==> src/rtl/msdf_pkg.sv <==
// rtl/msdf_pkg.sv - shared MSDF digit encoding and legality helper
package msdf_pkg;

    localparam logic [1:0] DIG_POS  = 2'b01;
    localparam logic [1:0] DIG_ZERO = 2'b00;
    localparam logic [1:0] DIG_NEG  = 2'b11;

    // 2'b10 is the only unused code of the signed-digit encoding
    function automatic logic digit_legal(input logic [1:0] d);
        return (d != 2'b10);
    endfunction

endpackage

==> src/rtl/msdf_otf_converter_otf_step.sv <==
// rtl/msdf_otf_converter_otf_step.sv - one on-the-fly conversion step (Q, QM, digit -> Q', QM')
module otf_step
    import msdf_pkg::*;
#(
    parameter int W = 9
) (
    input  logic [W-1:0] q,
    input  logic [W-1:0] qm,
    input  logic [1:0]   digit,
    output logic [W-1:0] q_next,
    output logic [W-1:0] qm_next,
    output logic         illegal
);

    // Append one digit; QM tracks Q-1 so a negative digit never needs a borrow chain
    always_comb begin
        q_next  = {q[W-2:0], 1'b0};
        qm_next = {qm[W-2:0], 1'b1};
        illegal = !digit_legal(digit);
        case (digit)
            DIG_POS: begin
                q_next  = {q[W-2:0], 1'b1};
                qm_next = {q[W-2:0], 1'b0};
            end
            DIG_NEG: begin
                q_next  = {qm[W-2:0], 1'b1};
                qm_next = {qm[W-2:0], 1'b0};
            end
            default: begin
                // zero digit, and illegal digits which are treated as zero
                q_next  = {q[W-2:0], 1'b0};
                qm_next = {qm[W-2:0], 1'b1};
            end
        endcase
    end

endmodule

==> src/rtl/msdf_otf_converter.sv <==
// rtl/msdf_otf_converter.sv - MSDF digit stream to two's-complement parallel converter
module msdf_otf_converter
    import msdf_pkg::*;
#(
    parameter int N    = 8,
    parameter int SKIP = 3
) (
    input  logic         clk,
    input  logic         rst,
    input  logic         start,
    input  logic         in_valid,
    input  logic [1:0]   in_digit,
    output logic         busy,
    output logic         out_valid,
    output logic [N:0]   result,
    output logic         digit_err
);

    localparam int CNT_MAX = (N > SKIP) ? N : SKIP;
    localparam int CW      = $clog2(CNT_MAX + 1);
    localparam logic [CW-1:0] SKIP_LAST = (SKIP > 0) ? CW'(SKIP - 1) : '0;
    localparam logic [CW-1:0] N_LAST    = CW'(N - 1);

    typedef enum logic [1:0] {
        ST_IDLE = 2'd0,
        ST_SKIP = 2'd1,
        ST_CONV = 2'd2,
        ST_DONE = 2'd3
    } state_t;

    state_t        state_q, state_d;
    logic [N:0]    q_q, q_d;
    logic [N:0]    qm_q, qm_d;
    logic [CW-1:0] cnt_q, cnt_d;
    logic          busy_q, busy_d;
    logic          out_valid_q, out_valid_d;
    logic          digit_err_q, digit_err_d;

    logic [N:0]    step_q;
    logic [N:0]    step_qm;
    logic          step_illegal;

    otf_step #(.W(N + 1)) u_step (
        .q       (q_q),
        .qm      (qm_q),
        .digit   (in_digit),
        .q_next  (step_q),
        .qm_next (step_qm),
        .illegal (step_illegal)
    );

    // Next-state and datapath selection; start overrides every state
    always_comb begin
        state_d     = state_q;
        q_d         = q_q;
        qm_d        = qm_q;
        cnt_d       = cnt_q;
        busy_d      = busy_q;
        out_valid_d = out_valid_q;
        digit_err_d = digit_err_q;
        if (start) begin
            state_d     = (SKIP > 0) ? ST_SKIP : ST_CONV;
            q_d         = '0;
            qm_d        = '1;
            cnt_d       = '0;
            busy_d      = 1'b1;
            out_valid_d = 1'b0;
            digit_err_d = 1'b0;
        end else begin
            case (state_q)
                ST_SKIP: begin
                    if (in_valid) begin
                        if (!digit_legal(in_digit)) begin
                            digit_err_d = 1'b1;
                        end
                        if (cnt_q == SKIP_LAST) begin
                            cnt_d   = '0;
                            state_d = ST_CONV;
                        end else begin
                            cnt_d = cnt_q + 1'b1;
                        end
                    end
                end
                ST_CONV: begin
                    if (in_valid) begin
                        q_d   = step_q;
                        qm_d  = step_qm;
                        cnt_d = cnt_q + 1'b1;
                        if (step_illegal) begin
                            digit_err_d = 1'b1;
                        end
                        if (cnt_q == N_LAST) begin
                            state_d     = ST_DONE;
                            busy_d      = 1'b0;
                            out_valid_d = 1'b1;
                        end
                    end
                end
                default: begin
                    // IDLE and DONE ignore the digit stream
                end
            endcase
        end
    end

    // State registers with asynchronous active-low clear
    always_ff @(posedge clk or negedge rst) begin
        if (!rst) begin
            state_q     <= ST_IDLE;
            q_q         <= '0;
            qm_q        <= '1;
            cnt_q       <= '0;
            busy_q      <= 1'b0;
            out_valid_q <= 1'b0;
            digit_err_q <= 1'b0;
        end else begin
            state_q     <= state_d;
            q_q         <= q_d;
            qm_q        <= qm_d;
            cnt_q       <= cnt_d;
            busy_q      <= busy_d;
            out_valid_q <= out_valid_d;
            digit_err_q <= digit_err_d;
        end
    end

    assign busy      = busy_q;
    assign out_valid = out_valid_q;
    assign result    = q_q;
    assign digit_err = digit_err_q;

endmodule

==> config.mk <==
export PLATFORM = sky130hd
export DESIGN_NAME = msdf_otf_converter
export DESIGN_NICKNAME = d
export VERILOG_FILES = /design/src/rtl/msdf_pkg.sv /design/src/rtl/msdf_otf_converter_otf_step.sv /design/src/rtl/msdf_otf_converter.sv
export SDC_FILE = /design/constraint.sdc
export NUM_CORES = 1
export LEC_CHECK = 0
export CAP_MARGIN = 20
export CORE_UTILIZATION = 30
export CTS_BUF_LIST = sky130_fd_sc_hd__clkbuf_8
export CTS_CLUSTER_DIAMETER = 60
export CTS_CLUSTER_SIZE = 14
export DETAILED_ROUTE_END_ITERATION = 12
export DONT_BUFFER_PORTS = 1
export HOLD_SLACK_MARGIN = 0.15
export PLACE_DENSITY_LB_ADDON = 0.1
export REMOVE_ABC_BUFFERS = 1
export SLEW_MARGIN = 5
export SYNTH_ARGS = -nofsm -noshare
export SYNTH_HDL_FRONTEND = slang
export SYNTH_SLANG_ARGS = --single-unit
==> constraint.sdc <==
create_clock -name clk -period 2.6 [get_ports clk]
set_input_delay 0.26 -clock clk [delete_from_list [all_inputs] [get_ports clk]]
set_output_delay 0.26 -clock clk [all_outputs]
set_load 0.02 [all_outputs]
# After elaboration in Yosys (flattened, before gate mapping)
# Index checks and enable logic that the tools add are counted.
# W data, S select, Z words.
[classes]
n_eq_ne = 12
n_reduce_logical = 11
mux = 31
addsub = 1
[op_table]
columns = ["op", "n"]
rows = [
  ["$mux W9", 3],
  ["$mux W8", 3],
  ["$pmux W9 S2", 1],
  ["$mux W4", 4],
  ["$pmux W8 S2", 1],
  ["$mux W1", 12],
  ["$ne A3 B3 Y1 const B", 4],
  ["$mux W2", 5],
  ["$reduce_and A3 Y1", 3],
  ["$pmux W4 S2", 1],
  ["$reduce_bool A2 Y1", 4],
  ["$reduce_and A5 Y1", 1],
  ["$add A4 B1 Y4 const B", 1],
  ["$eq A2 B1 Y1 const B", 2],
  ["$eq A2 B2 Y1 const B", 2],
  ["$eq A4 B2 Y1 const B", 1],
  ["$eq A4 B3 Y1 const B", 1],
  ["$ne A2 B2 Y1 const B", 2],
  ["$pmux W2 S2", 1],
  ["$reduce_bool A3 Y1", 1],
  ["$reduce_and A2 Y1", 1],
  ["$reduce_or A2 Y1", 1],
]
[totals]
reg_bits = 26
wordCells = 62
input_bits = 6
output_inout_bits = 12

# Depth between registers and ports, before layout
# Gate-level depths: netlist of the first run.
[logic_depth]
word_depth = 5
ltp_mapped = 7
depth_no_buf = 5

# Cells and area by module
# Synthesis of the first run repeated with hierarchy kept, for this count alone.
[hier_totals]
cells_unflattened = 153
area_unflattened_um2 = 1547.7
[modules_own_cells]
columns = ["mod", "cells_each", "instances", "area_per_inst_um2", "seq_area_each_um2"]
rows = [
  ["msdf_otf_converter", 131, 1, 1281.2, 686.9],
  ["otf_step", 22, 1, 266.5, 0.0],
]

# Least setup slack after synthesis of the first run
# OpenSTA, ideal clock, no wires.
[synth_timing]
path_kind = "reg-to-reg"
start = "reg state_q[0]"
end = "reg cnt_q[3]"
t_required_ns = 2.508
setup_ns = 0.092
path_buffers = 1
period_less_slack_ns = 1.490
slack_ns = 1.110
t_arrival_ns = 1.398
stages_incl_launch_ff = 7
path_cell_list = "dfrtp_1 > inv_1 > ha_1 > buf_2 > o21ai_2 > or3_4 > o31ai_2"
[synth_between]
elab_chain_cells = 3
word_cells_on_any_way = 8
cone_classes = "eq/ne (4); mux (2); reduce/logical (2)"
[synth_lines]
columns = ["item", "line_no", "text"]
rows = [
  ["start: declaration", "msdf_otf_converter.sv:31", "state_t state_q, state_d;"],
  ["start signal: assignment", "msdf_otf_converter.sv:117", "state_q <= state_d;"],
  ["$eq A2 B1 Y1 or $eq A2 B2 Y1 (tied branches)", "msdf_otf_converter.sv:70", "case (state_q)"],
  ["$ne A3 B3 Y1 (no line), or another cell as far along", "-", ""],
  ["$reduce_and A3 Y1 (no line) or $mux W4 (tied branches)", "-", ""],
  ["end signal: assignment", "msdf_otf_converter.sv:120", "cnt_q <= cnt_d;"],
  ["end: declaration", "msdf_otf_converter.sv:34", "logic [CW-1:0] cnt_q, cnt_d;"],
]
# Parallel ways exist; a longest one is shown, timed or not.
# A chain may end at the register's enable or synchronous reset.

# Worst setup path in the final report of the first run
# Ends and elaborated chain as after synthesis.

==> out/results.ini, run 1 <==
[synth]
async_flop_share = 1.000
synth.mux.area_fraction = 0.1162
ys_types = 28
synth_edf_count = 0
yosys_most_used_dff = dfrtp_1
syn-cell-area_sq_um = 1292
synth.avg_cell_area_sq_um = 10.42
synth_compound_area_frac = 0.1684
synth-seq-area-share = 0.5111
ys_ff_latch = 26
synth_adder_area_share = 0.03872
ys_warn_count = 0
synth_top_family_by_area = compound AO/OA/AOI/OAI gates
synth_cells = 124
synth-xor-area-share = 0
synthSimpleGateAreaFrac = 0.1268

[grt]
grt_pass1_vias = 940
antenna_found_initial = 0
grt_util_all_layers = 0.1367
gr-total-overflow = 0
grt_pass1_wl_um = 4574
grt_max_degree = 27

[clock_tree]
htree_levels = 1
cts_root_buffer = clkbuf_8
ctsResizeCount = 0
cts_tree = yes
cts_buffer_depth = 2
clkSlewWorstSetupHoldPaths_ns = 0.10
clk_latency_ns = 0.27
cts_sinks = 26
numCtsBuffers = 3

[power_and_ir_drop]
clockPowerShare = 0.340
internal_power_uw = 728.4
switching_share = 0.2762
p_per_area_nw_per_um2 = 692.3
seqPwrFrac = 0.512
p_sw_uw = 278.0
p_comb_frac = 0.148
ir_drop_mv = 0.2225
leakagePower_nw = 0.6413

[layout]
area_growth_pct = 12.49
layout.cells.non_filler = 178
final_common_cell = dfrtp_1
antenna_cells = 0
most-common-layout-cells = dfrtp_1, mux2i_1, nand2_1
drive_gt1_frac = 0.1641
nFillCells = 414
nets = 139

[sta]
fin_setup_tns_ns = 0
hold_viol = 0
maxSlewHeadroom = 0.4310
fin_ws_ns = 0.8925
post-route-min-period_ns = 1.707
fin_crit_sh = 0.6567
clock_skew_ns = 0.007521
max_freq_mhz = 585.7
finalSetupViolCount = 0
slew_violations = 0
grt_setup_unrepaired = false
tightestPinTransition_ns = 0.8517

[drt]
dr.pass1.iters = 4
via_count = 883
drt_iter0_drc = 31
drc = 0
ant_nets = 0
via_per_inst = 4.961
wire_per_inst_um = 15.39
drt_wl_total_um = 2739

[die]
initial_core_util = 0.3185
die_w_um = 67.64
num_io_pins = 18
rows = 23
core_area_sq_um = 4058
die_area_sq_um = 4574
fp.dieH_um = 67.64

[critical_path]
path_max_fanout = 8
r2r_setup_slack_ns = 0.89
reg2reg_depth = 5
startpoint_type = flop
cp.required_ns = 2.78
timing.rr.end = cnt_q[3]$_DFFE_PN0P_
path_class = flop to flop
r2r_start = state_q[0]$_DFFE_PN0P_
worstPathArrival_ns = 1.89
cp-end-kind = flop

[hold_path]
hold_path.class = primary input to flop
holdPathEnd = result[0]$_DFFE_PN0P_
whs_path_depth = 2
min-delay-start = in_digit[0]

[placement]
place_ws_ns = 0.8884
dp.cells = 171
io_buffers = 0
place_congestion = 0.7261
hpwl_um = 1860

[run]
maxCapViolCount = 0

[outcome]
status = completed

critical path: stages, from the launching register on:
cell and delay (ns):
dfrtp_1 0.42, inv_1 0.08, ha_1 0.33, o21ai_2 0.15, or3_4 0.42, o31ai_2 0.23
area by class of cell:
| cell class | count | area [sq um] | share of cell area |
|---|---|---|---|
| flip-flops and latches | 26 | 660.6 | 0.4544 |
| multi-input cells | 86 | 581.8 | 0.4002 |
| well taps | 50 | 62.56 | 0.04303 |
| repair buffers | 4 | 47.55 | 0.03270 |
| clock buffers | 3 | 41.29 | 0.02840 |
| clock inverters | 1 | 30.03 | 0.02065 |
| inverters | 8 | 30.03 | 0.02065 |
synth_stat cells (2+ instances only):
library cell / instances / area (sq um)
nand3_1: 4 / 20.02
a21oi_1: 9 / 45.04
inv_1: 8 / 30.03
o21a_1: 2 / 15.01
nand2_1: 12 / 45.04
mux2i_1: 15 / 150.1
o211ai_1: 2 / 15.01
nand4b_1: 2 / 17.52
o21ai_0: 11 / 55.05
o31ai_2: 2 / 25.02
dfrtp_1: 18 / 450.4
ha_1: 4 / 50.05
a31oi_1: 2 / 12.51
dfstp_2: 8 / 210.2
buf_2: 3 / 15.01
nor2_1: 10 / 37.54
power groups by stage:
stage	combinational, mW	clock (mW)	sequential [mW]
detailed placement	0.135	0	0.523
global placement	0.133	0	0.524
CTS	0.152	0.353	0.516
global route	0.171	0.368	0.523
finish	0.149	0.342	0.516
floorplan	0.108	0	0.512
how the worst max path moves through the flow:
stage,startpoint,to,cells after the start
after detailed placement,state_q[0]$_DFFE_PN0P_,qm_q[4]$_DFFE_PN1P_,6
after global routing,state_q[0]$_DFFE_PN0P_,qm_q[7]$_DFFE_PN1P_,6
after global placement,state_q[0]$_DFFE_PN0P_,qm_q[1]$_DFFE_PN1P_,6
after CTS,state_q[0]$_DFFE_PN0P_,cnt_q[3]$_DFFE_PN0P_,5
after floorplan,state_q[0]$_DFFE_PN0P_,cnt_q[3]$_DFFE_PN0P_,5
final,state_q[0]$_DFFE_PN0P_,cnt_q[3]$_DFFE_PN0P_,5
layer usage:
layer | up-vias | track usage | wire (um)
li1 | 446 | - | -
met1 | 420 | 0.1870 | 1396
met2 | 15 | 0.2079 | 1193
met3 | 2 | 0.03209 | 129
met4 | 0 | 0.04787 | 20
met5 | - | 0 | 0
stage by stage:
step                      hold slack, ns  utilization  total power [mW]  instance area, sq um
after floorplan                 -0.03559            -            0.6203                  1272
after global placement          -0.03473       0.3309            0.6566                  1343
after detailed placement        -0.03450       0.3309            0.6583                  1343
after CTS                         0.1516       0.3583             1.021                  1454
after global routing              0.1713       0.3583             1.062                  1454
final                             0.1559       0.3583             1.006                  1454
registers in the layout, summed over array words and instances, names as in the netlist:
signal,cells
result,9
state_q,2
busy,1
qm_q,8
out_valid,1
digit_err,1
cnt_q,4
what timing repair did:
action | CTS | global route
hold endpoints to repair | 31 | 0
setup buffers | 0 | 0
hold buffers | 3 | 0
logic make-up after synthesis:
kind of cell	count (synthesis)
simple gates	33
flops	26
mux	15
buf+inv	12
fa+ha+maj	4
compound gates	34
Power figures use the tool's default switching activity.
==> inputs of run 2 (changes only) <==
- clock period: 2.6 -> 1.4 ns (I/O delays scaled with it)
==> out/results.ini, run 2 (synthesized netlist as in run 1, its figures left out) <==
[outcome]
status = completed

[sta]
fin_ws_ns = 0.02065
slew_violations = 0
finalSetupViolCount = 0
fin_setup_tns_ns = 0
hold_viol = 0
clock_skew_ns = 0.006305
maxSlewHeadroom = 0.6697
tightestPinTransition_ns = 0.4942
post-route-min-period_ns = 1.379
fin_crit_sh = 0.9853
grt_setup_unrepaired = true
max_freq_mhz = 725.0
holdWs_ns = 0.1536

[drt]
wl_met3_um = 139
via_per_inst = 5.041
ant_nets = 0
wl_met1_um = 1445
drt_wl_total_um = 2981
via_count = 988
drc = 0
drt_iter0_drc = 20
top_layer_used = met4
wl_met2_um = 1371
wire_per_inst_um = 15.21
dr.pass1.iters = 4

[hold_path]
holdPathEnd = result[2]$_DFFE_PN0P_
whs_path_depth = 4
min-delay-start = start
hold_path.class = primary input to flop

[critical_path]
cp.required_ns = 1.57
path_class = flop to flop
critPathSlowestCell = dfrtp_1
path_max_fanout = 3
slowest_delay_ns = 0.40
reg2reg_depth = 5
r2r_start = state_q[0]$_DFFE_PN0P_
critPathTopFamily = flip-flops
worstPathCellList = buf_4 > ha_4 > or2_2 > a21boi_1 > o21a_1
path_buf_inv = 1
cp-end-kind = flop
r2r_setup_slack_ns = 0.02
worstPathArrival_ns = 1.55
startpoint_type = flop
timing.rr.end = state_q[1]$_DFFE_PN0P_

[layout]
design_area_sq_um = 1678
final_common_cell = dfrtp_1
nFillCells = 383
area_growth_pct = 29.82
postLayoutCoreUtil = 0.4135
largest_register_ffs = 9
drive_gt1_frac = 0.3151
nets = 157
antenna_cells = 0
layout.cells.non_filler = 196
most-common-layout-cells = dfrtp_1, mux2i_1, buf_4

[power_and_ir_drop]
p_comb_frac = 0.213
ir_drop_mv = 0.5380
internal_power_mw = 1.454
leakagePower_nw = 0.7288
clockPowerShare = 0.315
power_mw = 2.015
p_per_area_nw_per_um2 = 1201
p_sw_uw = 560.3
switching_share = 0.2781
seqPwrFrac = 0.472

[placement]
place_congestion = 0.7249
io_buffers = 0
placed_area_sq_um = 1433
dp.cells = 183
hpwl_um = 1990
place_ws_ns = -0.1387

[die]
num_io_pins = 18
core_area_sq_um = 4058
rows = 23
die_area_sq_um = 4574
die_w_um = 67.64
fp.dieH_um = 67.64
initial_core_util = 0.3185

[clock_tree]
htree_levels = 1
cts_sinks = 26
cts_root_buffer = clkbuf_8
clkSlewWorstSetupHoldPaths_ns = 0.10
clk_latency_ns = 0.27
cts_tree = yes
cts_buffer_depth = 2
numCtsBuffers = 3

[grt]
grt_pass1_vias = 1040
grt_pass1_wl_um = 5092
gr-total-overflow = 0
grt_max_degree = 27
antenna_found_initial = 0
grt_util_all_layers = 0.1530

[run]
maxCapViolCount = 0

==> run 2: worst max-delay path by stage <==
stage	start	end	slack, ns	cells past startpoint
finish	state_q[0]$_DFFE_PN0P_	state_q[1]$_DFFE_PN0P_	0.02	5
global route	state_q[0]$_DFFE_PN0P_	cnt_q[3]$_DFFE_PN0P_	-0.05	5
CTS	state_q[1]$_DFFE_PN0P_	cnt_q[3]$_DFFE_PN0P_	-0.03	5
detailed placement	state_q[0]$_DFFE_PN0P_	cnt_q[3]$_DFFE_PN0P_	-0.14	5
global placement	state_q[0]$_DFFE_PN0P_	cnt_q[3]$_DFFE_PN0P_	-0.11	5
floorplan	state_q[0]$_DFFE_PN0P_	cnt_q[3]$_DFFE_PN0P_	-0.11	5
==> run 2: cell type report <==
| cell class | count | area [sq um] | area share |
|---|---|---|---|
| tap | 50 | 62.56 | 0.03729 |
| multi-input combinational | 86 | 658.1 | 0.3922 |
| sequential | 26 | 661.9 | 0.3945 |
| timing repair buffer | 22 | 193.9 | 0.1156 |
| clock inverter | 1 | 30.03 | 0.01790 |
| clock buffer | 3 | 41.29 | 0.02461 |
| inverter | 8 | 30.03 | 0.01790 |
==> run 2: worst min-delay path, stage by stage <==
cell     delay [ns]
a21oi_4        0.02
buf_6          0.13
nand2_1        0.06
o21ai_1        0.05
==> run 2: power by group through the flow <==
| stage | Combinational (mW) | Clock [mW] | Sequential (mW) |
|---|---|---|---|
| finish | 0.429 | 0.634 | 0.952 |
| global route | 0.479 | 0.683 | 0.967 |
| global placement | 0.311 | 0 | 0.956 |
| detailed placement | 0.316 | 0 | 0.961 |
| floorplan | 0.201 | 0 | 0.951 |
| CTS | 0.393 | 0.652 | 0.950 |
==> run 2: per-layer routing <==
metal	GRT usage	up-vias
met4	0.04787	0
met2	0.2314	16
li1	-	482
met1	0.2112	488
met3	0.03885	2
met5	0	-
==> run 2: timing repair <==
item	CTS	global route
pin swaps	0	3
hold endpoints to repair	37	0
hold buffers	6	0
buffers inserted	2	1
endpoints found under the setup margin	19	15
cloned	0	0
resized for setup	6	17
==> RTL change (config.mk and constraints of run 2) <==
Set the parameter `N` to 4 (it was 8).
--- a/src/rtl/msdf_otf_converter.sv
+++ b/src/rtl/msdf_otf_converter.sv
@@ -3,5 +3,5 @@
     import msdf_pkg::*;
 #(
-    parameter int N    = 8,
+    parameter int N    = 4,
     parameter int SKIP = 3
 ) (
Ports: changed (resized result); port bits go from 18 to 14. The function was not compared with the original's and may differ.
==> RTL change against run 2 <==
  * Routed wire length is 35% lower
  * Largest power group unchanged
  * Critical endpoint unchanged
  * Setup slack improved by 0.052 ns
  * Global-route usage down 1.6 points
  * Design area decreased by 36%
  * Synthesized area shrank 32%
  * Critical path type unchanged
  * Sequential cell count decreased by 9
  * Sequential share of layout area rose by 0.93 points
  * Clock power decreased by 44%
  * Combinational power decreased by 53%
  * Power down 44%
  * Non-clock buffer count shrank 11
==> RTL change: results (changes against run 2) <==
Run status
The run finished with clean final reports.

Drt
The met2 wire length was 940 µm (-31%). The post-route met1 wirelength is 892 µm (-38%). The detailed route wirelength on metal3 was 92 µm (-34%).

The detailed-route vias per instance is 5.150 (+2.2%). The violation count after the first detailed-routing iteration is 19 (-5.0%). The wire length reported by the detailed router is 1.941 mm (-35%).

Timing
The worst slew margin relative to its limit came to 46.42% (-21 points). The clock tree skew after final layout is 0.001591 ns (-0.004714 ns). The peak clock frequency supported by timing is 753.4 MHz (+3.9%). The worst hold slack is 0.05597 ns (-0.09760 ns).

Worst hold path
The worst hold path terminates at state_q[0]. The startpoint identified for the worst hold timing path is in_valid.

Placement
The final weighted congestion in routability-driven placement is 0.7360 (+1.5%). The cell area reported after detailed placement was 948.4 µm² (-34%). The pre-CTS worst setup slack is -0.008134 ns (+0.1305 ns).

Cells and area
The utilization of the core after routing was 38.66% (-2.7 points). The flip-flop count of the largest register after layout is 5 (-4). The final net count is 108 (-31%). The ratio of cells with drive above 1 in the final layout is 25.00% (-6.5 points). The final instance count without filler cells is 127 (-35%). The number of filler cells placed in the layout was 279 (-27%).

Global routing
The global-route met1 utilization is 15.86% (-5.3 points). The pin count of the biggest net entering global routing is 18 (-33%). The wire length of the first global-routing pass is 3.263 mm (-36%). The met2 usage is 22.96% (-0.18 points). The number of global-route vias before repair is 711 (-32%).

The overall global routing resource usage is 13.71% (-1.6 points). The global-route met3 utilization is 6.279% (+2.4 points).

Clock network
The post-cts resize count came to 1 (-5). The CTS clock-pin slew for the worst setup and hold paths is 0.07 ns (-0.03 ns). The hold-fix buffer count after cts is 3 (-3). The clock latency at the later pin of the worst-skew pair came to 0.25 ns (-0.02 ns).

Critical path
The arrival time at the worst endpoint was 1.45 ns (-0.10 ns).

Pwr
The switching power summed over all nets is 0.0002982 W (-47%). The peak ir drop on the vdd network is 1003 µV (+86%). The leakage power was 0.4821 nW (-34%).

Synthesis
The commonest cells after synthesis are dfrtp_1 (13), nor2_1 (9), a21oi_1 (7), mux2i_1 (7). The share of the yosys chip area belonging to registers is 48.86% (-2.2 points). The count of mapped cells out of synthesis is 83 (-33%). After synthesis, the cell types taking the most area are dfrtp_1 (37%), dfstp_2 (12%), mux2i_1 (8.0%).

The number of library cell types mapped by synthesis is 27 (-3.6%).
-- RTL change: power by group through the flow --
stage	sequential (W)	combinational [W]	clock, W
6_report	0.000566	0.000201	0.000357
5_1_grt	0.000571	0.000234	0.000400
4_1_cts	0.000565	0.000182	0.000374
3_5_place_dp	0.000574	0.000164	0
3_3_place_gp	0.000575	0.000164	0
2_1_floorplan	0.000570	0.000118	0
-- RTL change: layout make-up --
type / instances / share of cell area (%)
flip-flops and latches: 17 / 40.38
clock buffers: 3 / 3.873
inverters: 5 / 1.761
well taps: 31 / 3.639
clock inverters: 1 / 0.3521
multi-input cells: 59 / 41.08
repair buffers: 11 / 8.920
-- RTL change: cells by family (layout without fill, tap and decap cells) --
family	Yosys count	in the layout	share of synthesized area, %
flops	17	17	48.86
compound gates	23	23	17.47
mux	8	8	9.233
buf+inv	7	20	3.977
simple gates	23	23	13.35
fa+ha+maj	5	5	7.102
